--- config.mk ---
export PLATFORM = sky130hd
export DESIGN_NAME = aes_round_ctrl_flat
export DESIGN_NICKNAME = d
export VERILOG_FILES = /design/src/rtl/aes_pkg.sv /design/src/rtl/aes_round_ctrl_if.sv /design/src/rtl/aes_round_cnt.sv /design/src/rtl/aes_round_ctrl.sv /design/src/flat_wrapper.sv
export SDC_FILE = /design/constraint.sdc
export NUM_CORES = 1
export LEC_CHECK = 0
export CORE_MARGIN = 8
export CORE_UTILIZATION = 35
export DETAILED_ROUTE_END_ITERATION = 8
export PLACE_DENSITY = 0.74
export SETUP_SLACK_MARGIN = 0.5
export SLEW_MARGIN = 0
export SYNTH_ARGS = -nofsm -noshare
export SYNTH_HDL_FRONTEND = slang
export SYNTH_SLANG_ARGS = --single-unit
--- constraint.sdc ---
create_clock -name clk -period 2.3 [get_ports clk]
set_clock_uncertainty 0.2 [all_clocks]
set_input_delay 0.46 -clock clk [delete_from_list [all_inputs] [get_ports clk]]
set_output_delay 0.46 -clock clk [all_outputs]
set_load 0.02 [all_outputs]
--- src/rtl/aes_pkg.sv ---
// ----------------------------------------------------------------------------
// aes_pkg
// Shared definitions for the AES round controller slice: the controller FSM
// state encoding, the default round count, the width of the round and
// round-key index buses, and the helper that maps a round number onto the
// key-schedule index for either direction.
//
// Ports: none (package).
// Optional feature macro used by the slice: AES_ROUND_CTRL_DECRYPT_EN.
// ----------------------------------------------------------------------------
package aes_pkg;

    // Round count used when the controller is instantiated without NR.
    localparam int AES_NR_DEFAULT = 10;

    // Width of the round number and round-key index (covers 0..14).
    localparam int AES_CNT_W = 4;

    typedef logic [AES_CNT_W-1:0] round_t;

    // Controller sequence: wait, load the input block, middle rounds,
    // final round without mixcolumns, one-cycle completion.
    typedef enum logic [2:0] {
        IDLE  = 3'd0,
        LOAD  = 3'd1,
        ROUND = 3'd2,
        FINAL = 3'd3,
        DONE  = 3'd4
    } aes_state_t;

    // Encryption walks the key schedule forwards; decryption walks it
    // backwards, so the key index is mirrored around the round count.
    function automatic round_t keyIndex(input round_t rnd, input round_t nr, input logic mode);
        return mode ? round_t'(nr - rnd) : rnd;
    endfunction

endpackage

--- src/rtl/aes_round_ctrl_if.sv ---
// ----------------------------------------------------------------------------
// aes_round_ctrl_if
// Groups the request/handshake inputs and datapath-control outputs of the
// AES round controller.
//
// Signals:
//   start, decrypt, key_valid        requests into the controller
//   busy, done                       controller status
//   round, key_idx                   current round and requested key index
//   load_in, sub_en, mix_en,
//   state_we, inv                    datapath steering
//
// Modports:
//   master  the controller side (drives status and datapath controls)
//   slave   the requester / key schedule / datapath side
// ----------------------------------------------------------------------------
interface aes_round_ctrl_if;
    import aes_pkg::*;

    logic   start;
    logic   decrypt;
    logic   key_valid;
    logic   busy;
    logic   done;
    round_t round;
    round_t key_idx;
    logic   load_in;
    logic   sub_en;
    logic   mix_en;
    logic   state_we;
    logic   inv;

    modport master (
        input  start, decrypt, key_valid,
        output busy, done, round, key_idx,
        output load_in, sub_en, mix_en, state_we, inv
    );

    modport slave (
        output start, decrypt, key_valid,
        input  busy, done, round, key_idx,
        input  load_in, sub_en, mix_en, state_we, inv
    );

endinterface

--- src/rtl/aes_round_cnt.sv ---
// ----------------------------------------------------------------------------
// aes_round_cnt
// Round counter for the AES round controller. Clears to 0, increments by one
// when asked, holds otherwise, and saturates at NR so it can never wrap.
// Also produces the round-key index: the round itself when encrypting, and
// NR minus the round when decrypting.
//
// Parameters:
//   NR         rounds per block (2..14)
// Ports:
//   clk        clock, rising edge
//   rst_n      synchronous active-low reset
//   i_clr      force the round to 0
//   i_inc      advance the round by one (saturating)
//   i_mode     1 = decrypt key ordering, 0 = encrypt
//   o_round    current round number
//   o_keyIdx   key-schedule index for the current round
// ----------------------------------------------------------------------------
module aes_round_cnt
    import aes_pkg::*;
#(
    parameter int NR = AES_NR_DEFAULT
) (
    input  logic   clk,
    input  logic   rst_n,
    input  logic   i_clr,
    input  logic   i_inc,
    input  logic   i_mode,
    output round_t o_round,
    output round_t o_keyIdx
);

    localparam round_t LP_NR = round_t'(NR);

    round_t r_round;

    // Round register: clear has priority over increment, and the increment
    // is suppressed once NR is reached so the counter parks there.
    always_ff @(posedge clk) begin
        if (!rst_n) begin
            r_round <= '0;
        end else if (i_clr) begin
            r_round <= '0;
        end else if (i_inc && (r_round != LP_NR)) begin
            r_round <= r_round + round_t'(1);
        end
    end

    assign o_round  = r_round;
    assign o_keyIdx = keyIndex(r_round, LP_NR, i_mode);

endmodule

--- src/rtl/aes_round_ctrl.sv ---
// ----------------------------------------------------------------------------
// aes_round_ctrl
// Sequencer for an iterative AES datapath. After an accepted start it loads
// the input block (round 0), runs NR-1 full rounds, then a final round with
// mixcolumns bypassed, and pulses done for one cycle. Every step waits for
// the key schedule to present the requested round key (key_valid); while it
// is absent, the sequence stalls and the state register is not written.
//
// Optional feature: AES_ROUND_CTRL_DECRYPT_EN
//   defined   - decrypt is latched on start; key indices run NR..0 and inv
//               follows the latched direction while a block is in flight.
//   undefined - decrypt is ignored; the controller only encrypts, inv = 0.
//
// Parameters:
//   NR        rounds per block (2..14, default 10)
// Ports:
//   clk       clock, rising edge
//   rst_n     synchronous active-low reset (aborts any block in flight)
//   bus       aes_round_ctrl_if.master - requests, status, datapath controls
// ----------------------------------------------------------------------------
module aes_round_ctrl
    import aes_pkg::*;
#(
    parameter int NR = AES_NR_DEFAULT
) (
    input  logic             clk,
    input  logic             rst_n,
    aes_round_ctrl_if.master bus
);

    localparam round_t LP_LAST_MID = round_t'(NR - 1);

    if ((NR < 2) || (NR > 14)) begin : g_badNr
        $error("aes_round_ctrl: NR must be in 2..14");
    end

    aes_state_t r_state;
    aes_state_t w_nextState;
    logic       r_mode;

    round_t w_cntRound;
    round_t w_cntKeyIdx;
    logic   w_cntClr;
    logic   w_cntInc;

    logic   w_busy;
    logic   w_done;
    round_t w_round;
    round_t w_keyIdx;
    logic   w_loadIn;
    logic   w_subEn;
    logic   w_mixEn;
    logic   w_stateWe;
    logic   w_inv;

    // State register. A reset on any edge returns to IDLE, which also makes
    // every decoded output 0 on the following cycle and discards the block.
    always_ff @(posedge clk) begin
        if (!rst_n) begin
            r_state <= IDLE;
        end else begin
            r_state <= w_nextState;
        end
    end

`ifdef AES_ROUND_CTRL_DECRYPT_EN
    // Direction flag, captured only together with an accepted start so a
    // change on decrypt mid-block has no effect.
    always_ff @(posedge clk) begin
        if (!rst_n) begin
            r_mode <= 1'b0;
        end else if ((r_state == IDLE) && bus.start) begin
            r_mode <= bus.decrypt;
        end
    end
`else
    logic w_unusedDecrypt;

    assign w_unusedDecrypt = bus.decrypt;
    assign r_mode          = 1'b0;
`endif

    aes_round_cnt #(
        .NR (NR)
    ) u_roundCnt (
        .clk      (clk),
        .rst_n    (rst_n),
        .i_clr    (w_cntClr),
        .i_inc    (w_cntInc),
        .i_mode   (r_mode),
        .o_round  (w_cntRound),
        .o_keyIdx (w_cntKeyIdx)
    );

    // Next-state logic. Every working state advances only when the round key
    // it asked for is present; ROUND leaves for FINAL when the last full round
    // (NR-1) completes, so FINAL always runs with round = NR.
    always_comb begin
        w_nextState = r_state;
        unique case (r_state)
            IDLE:    if (bus.start) w_nextState = LOAD;
            LOAD:    if (bus.key_valid) w_nextState = ROUND;
            ROUND:   if (bus.key_valid && (w_cntRound == LP_LAST_MID)) w_nextState = FINAL;
            FINAL:   if (bus.key_valid) w_nextState = DONE;
            DONE:    w_nextState = IDLE;
            default: w_nextState = IDLE;
        endcase
    end

    // Output decode. The round counter is cleared in IDLE and DONE so each
    // block starts from round 0, and advances on each consumed key in LOAD
    // and ROUND. Round and key index are forced to 0 in IDLE because the
    // decrypt mapping would otherwise show NR there.
    always_comb begin
        w_busy    = 1'b0;
        w_done    = 1'b0;
        w_round   = '0;
        w_keyIdx  = '0;
        w_loadIn  = 1'b0;
        w_subEn   = 1'b0;
        w_mixEn   = 1'b0;
        w_stateWe = 1'b0;
        w_inv     = 1'b0;
        w_cntClr  = 1'b0;
        w_cntInc  = 1'b0;
        unique case (r_state)
            IDLE: begin
                w_cntClr = 1'b1;
            end
            LOAD: begin
                w_busy    = 1'b1;
                w_round   = w_cntRound;
                w_keyIdx  = w_cntKeyIdx;
                w_loadIn  = 1'b1;
                w_stateWe = bus.key_valid;
                w_inv     = r_mode;
                w_cntInc  = bus.key_valid;
            end
            ROUND: begin
                w_busy    = 1'b1;
                w_round   = w_cntRound;
                w_keyIdx  = w_cntKeyIdx;
                w_subEn   = 1'b1;
                w_mixEn   = 1'b1;
                w_stateWe = bus.key_valid;
                w_inv     = r_mode;
                w_cntInc  = bus.key_valid;
            end
            FINAL: begin
                w_busy    = 1'b1;
                w_round   = w_cntRound;
                w_keyIdx  = w_cntKeyIdx;
                w_subEn   = 1'b1;
                w_stateWe = bus.key_valid;
                w_inv     = r_mode;
            end
            DONE: begin
                w_busy   = 1'b1;
                w_done   = 1'b1;
                w_round  = w_cntRound;
                w_keyIdx = w_cntKeyIdx;
                w_cntClr = 1'b1;
            end
            default: begin
                w_cntClr = 1'b1;
            end
        endcase
    end

    assign bus.busy     = w_busy;
    assign bus.done     = w_done;
    assign bus.round    = w_round;
    assign bus.key_idx  = w_keyIdx;
    assign bus.load_in  = w_loadIn;
    assign bus.sub_en   = w_subEn;
    assign bus.mix_en   = w_mixEn;
    assign bus.state_we = w_stateWe;
    assign bus.inv      = w_inv;

endmodule

--- src/flat_wrapper.sv ---
// flat-port wrapper written by rule: the top's interface ports become plain ports
module aes_round_ctrl_flat import aes_pkg::*;
#(
    parameter int NR = AES_NR_DEFAULT
)
  (clk, rst_n, bus_start, bus_decrypt, bus_key_valid, bus_busy, bus_done, bus_round, bus_key_idx, bus_load_in, bus_sub_en, bus_mix_en, bus_state_we, bus_inv);
  aes_round_ctrl_if bus_i ();
  input  logic clk;
  input  logic rst_n;
  input wire logic [$bits(bus_i.start)-1:0] bus_start;
  input wire logic [$bits(bus_i.decrypt)-1:0] bus_decrypt;
  input wire logic [$bits(bus_i.key_valid)-1:0] bus_key_valid;
  output wire logic [$bits(bus_i.busy)-1:0] bus_busy;
  output wire logic [$bits(bus_i.done)-1:0] bus_done;
  output wire logic [$bits(bus_i.round)-1:0] bus_round;
  output wire logic [$bits(bus_i.key_idx)-1:0] bus_key_idx;
  output wire logic [$bits(bus_i.load_in)-1:0] bus_load_in;
  output wire logic [$bits(bus_i.sub_en)-1:0] bus_sub_en;
  output wire logic [$bits(bus_i.mix_en)-1:0] bus_mix_en;
  output wire logic [$bits(bus_i.state_we)-1:0] bus_state_we;
  output wire logic [$bits(bus_i.inv)-1:0] bus_inv;
  assign bus_i.start = bus_start;
  assign bus_i.decrypt = bus_decrypt;
  assign bus_i.key_valid = bus_key_valid;
  assign bus_busy = bus_i.busy;
  assign bus_done = bus_i.done;
  assign bus_round = bus_i.round;
  assign bus_key_idx = bus_i.key_idx;
  assign bus_load_in = bus_i.load_in;
  assign bus_sub_en = bus_i.sub_en;
  assign bus_mix_en = bus_i.mix_en;
  assign bus_state_we = bus_i.state_we;
  assign bus_inv = bus_i.inv;
  aes_round_ctrl #(.NR(NR)) u_core (.clk(clk), .rst_n(rst_n), .bus(bus_i));
endmodule
==> out/summary.txt <==
Drt via density: 4.90
First-pass GRT wire length: 1950 µm
Clock Pin Slew Worst Setup and Hold Paths: 0.06 ns
Vias in the first global route: 415
Mux cell area share after synthesis: 5.65%
Root Buffer: clkbuf_4
Clock power frac: 30.4%
Psw: 0.115 mW
Core Area: 1470 µm²
Register area share after synthesis: 26.4%
Initial antenna violation count: 0
Max Cap Viol: 0
Unique masters post-synth: 28
Logic pwr share: 34.4%
Internal power: 0.253 mW
Switch share: 31.3%
Routed WL per cell: 12.5 µm
Sink Count: 7
VDD IR max: 293 µV
Maximum clock frequency: 509 MHz
Yosys warns: 0
Final nets: 90
CTS tree: done
Required time worst endpoint: 1.64 ns
WS Path Type: reg -> out
Final slew viol count: 0
CP Launch Type: flip-flop
Critical Path AT: 1.30 ns
Die ar.: 3020 µm²
Ant. Diodes: 0
Simple-gate share of the synthesized area: 33.9%
Final setup fails: 0
Initial Util: 36.1%
Total GRT Usage: 8.68%
Final min period: 1.96 ns
Static Leak: 0.341 nW
Die W: 55.0 µm
Xor and xnor area share after synthesis: 6.35%
Mapped Nets: 70
Gpl congestion: 0.681
Compound-Gate Fraction of Synth Area: 5.18%
Area Growth Syn to Fin: 42.6%
Area share of fa/ha/maj cells after synthesis: 7.06%
Hold WS: 0.335 ns
# DRC: 0
Drt initial violations: 8
IO Port Bufs: 17
Hold Violations, Final: 0
Fillers: 145
Worst Hold Class: reg -> reg
Die height: 55.0 µm
Vias: 475
Total power: 0.369 mW
Post-synthesis cell count: 62
Pwr/cell area: 486 nW/µm²
Mapped Area: 532 µm²
Max clock buf depth: 2
Worst-path fanout max: 5
First-pass DRT Iterations: 4
Seq pwr share: 35.3%
Wirelength, routed: 1210 µm
Nature of the critical path endpoint: output pin
Site Rows: 14
Clk Latency, worst-skew pair: 0.25 ns
Proportion of layout cells with a drive suffix above 1: 42.0%
GRT Residual Overflow: 0
Final HPWL DP: 975 µm
I/O pin cnt: 20
Final ANT Viol Nets: 0
Main combinational cell family by area after synthesis: simple AND/OR/NAND/NOR gates
Status: completed
Period utilisation layout: 85.4%
Largest net degree at the start of global routing: 10
Yosys reg bits: 7
Synth Area per Inst: 8.58 µm²
RSZ-0062 raised after global routing: yes
H-tree depth: 1
Number of CTS-inserted buffers: 3
==> placed cells by master (no fill, tap or decap), drive strengths merged, types with 3 or more instances in the layout <==
| cell type | instances |
|---|---|
| buf | 20 |
| xnor2 | 3 |
| inv | 4 |
| nor2b | 3 |
| mux2i | 3 |
| dfxtp | 7 |
| nand3 | 5 |
| and2 | 5 |
| ha | 3 |
| clkbuf | 4 |
==> worst paths after layout <==
check	slack [ns]	start	end	cells past startpoint
setup / recovery	0.34	u_core.r_state[1]	bus_key_idx[0]	4
hold / removal	0.33	u_core.u_roundCnt.o_round[3]	u_core.u_roundCnt.o_round[3]	2
setup reg to reg	0.62	u_core.u_roundCnt.o_round[0]	u_core.u_roundCnt.o_round[1]	5
hold reg to reg	0.33	u_core.u_roundCnt.o_round[3]	u_core.u_roundCnt.o_round[3]	2
==> power by group through the flow <==
stage          Sequential [mW]  Clock, mW  Combinational (mW)
3_3_place_gp             0.132          0               0.128
4_1_cts                  0.130      0.116               0.126
3_5_place_dp             0.132          0               0.130
6_report                 0.130      0.112               0.127
2_1_floorplan            0.134          0              0.0895
5_1_grt                  0.131      0.131               0.136
==> kinds of logic (layout without fill, tap and decap cells) <==
kind of cell,Yosys count,count (layout)
AND/OR/NAND/NOR,29,29
XOR/XNOR,3,3
multiplexers,3,3
other,1,1
adder cells (fa/ha/maj),3,3
AO/OA/AOI/OAI,4,4
buffers and inverters,12,31
flip-flops,7,7
==> cell usage after synthesis <==
cell / n / area (µm²)
or2_1: 1 / 6.26
nand2_1: 2 / 7.51
conb_1: 1 / 3.75
mux2i_1: 3 / 30.0
xnor2_2: 1 / 16.3
and2_1: 5 / 31.3
nor2b_1: 3 / 18.8
nand2b_1: 1 / 6.26
ha_1: 3 / 37.5
buf_6: 1 / 11.3
and3b_1: 1 / 8.76
nor2_1: 2 / 7.51
and2b_2: 1 / 8.76
and4_2: 1 / 10.0
a21oi_1: 2 / 10.0
nand3b_1: 2 / 15.0
nor3_1: 1 / 5.00
buf_4: 7 / 52.6
dfxtp_1: 7 / 140
o211a_1: 1 / 10.0
nor4_1: 1 / 6.26
or4_1: 1 / 7.51
xnor2_1: 2 / 17.5
o31ai_1: 1 / 7.51
nor3b_1: 1 / 7.51
inv_1: 4 / 15.0
nand4b_1: 1 / 8.76
nand3_1: 5 / 25.0
==> metrics by stage <==
step | util (%) | std cells | setup WS (ns) | cell area, µm² | TNS [ns]
after CTS | 50.9 | 97 | 0.313 | 748 | 0
after global placement | 49.2 | 93 | -0.0848 | 724 | -0.0848
final | 51.5 | 97 | 0.337 | 758 | 0
after detailed placement | 49.2 | 93 | -0.119 | 724 | -0.119
after global routing | 51.5 | 97 | 0.268 | 758 | 0
after floorplan | - | 62 | 0.252 | 576 | 0
==> state kept, by name (all words and copies together), names as in the netlist <==
| signal | cells |
|---|---|
| u_core.r_state | 3 |
| u_core.u_roundCnt.o_round | 4 |
==> per-layer routing <==
| layer | wire length, µm | vias up | track usage, % | share of wire, % |
|---|---|---|---|---|
| li1 | - | 240 | - | - |
| met1 | 550 | 219 | 11.4 | 46 |
| met2 | 542 | 14 | 12.5 | 45 |
| met3 | 89 | 2 | 1.60 | 7.4 |
| met4 | 26 | 0 | 6.00 | 2.2 |
| met5 | 0 | - | 0 | 0 |
==> final cells by class <==
cell class	instances	area (µm²)	share of cell area [%]
clock buffers	4	26.3	3.47
repair buffers	23	211	27.9
inverters	4	15.0	1.98
flip-flops and latches	7	141	18.6
well taps	16	20.0	2.64
multi-input cells	43	344	45.4
==> worst max-delay path, stage by stage (launching register included) <==
cell and delay [ns]:
dfxtp_1 0.31, or2_4 0.27, xnor2_4 0.18, and2_4 0.18, buf_6 0.11
==> timing repair <==
action / in CTS / in global routing
endpoints found under the setup margin: 15 / 18
hold buffers: 0 / 0
resized for setup: 80 / 3
setup buffers: 0 / 0
pin swaps: 5 / 0
(Power assumes the default switching activity.)
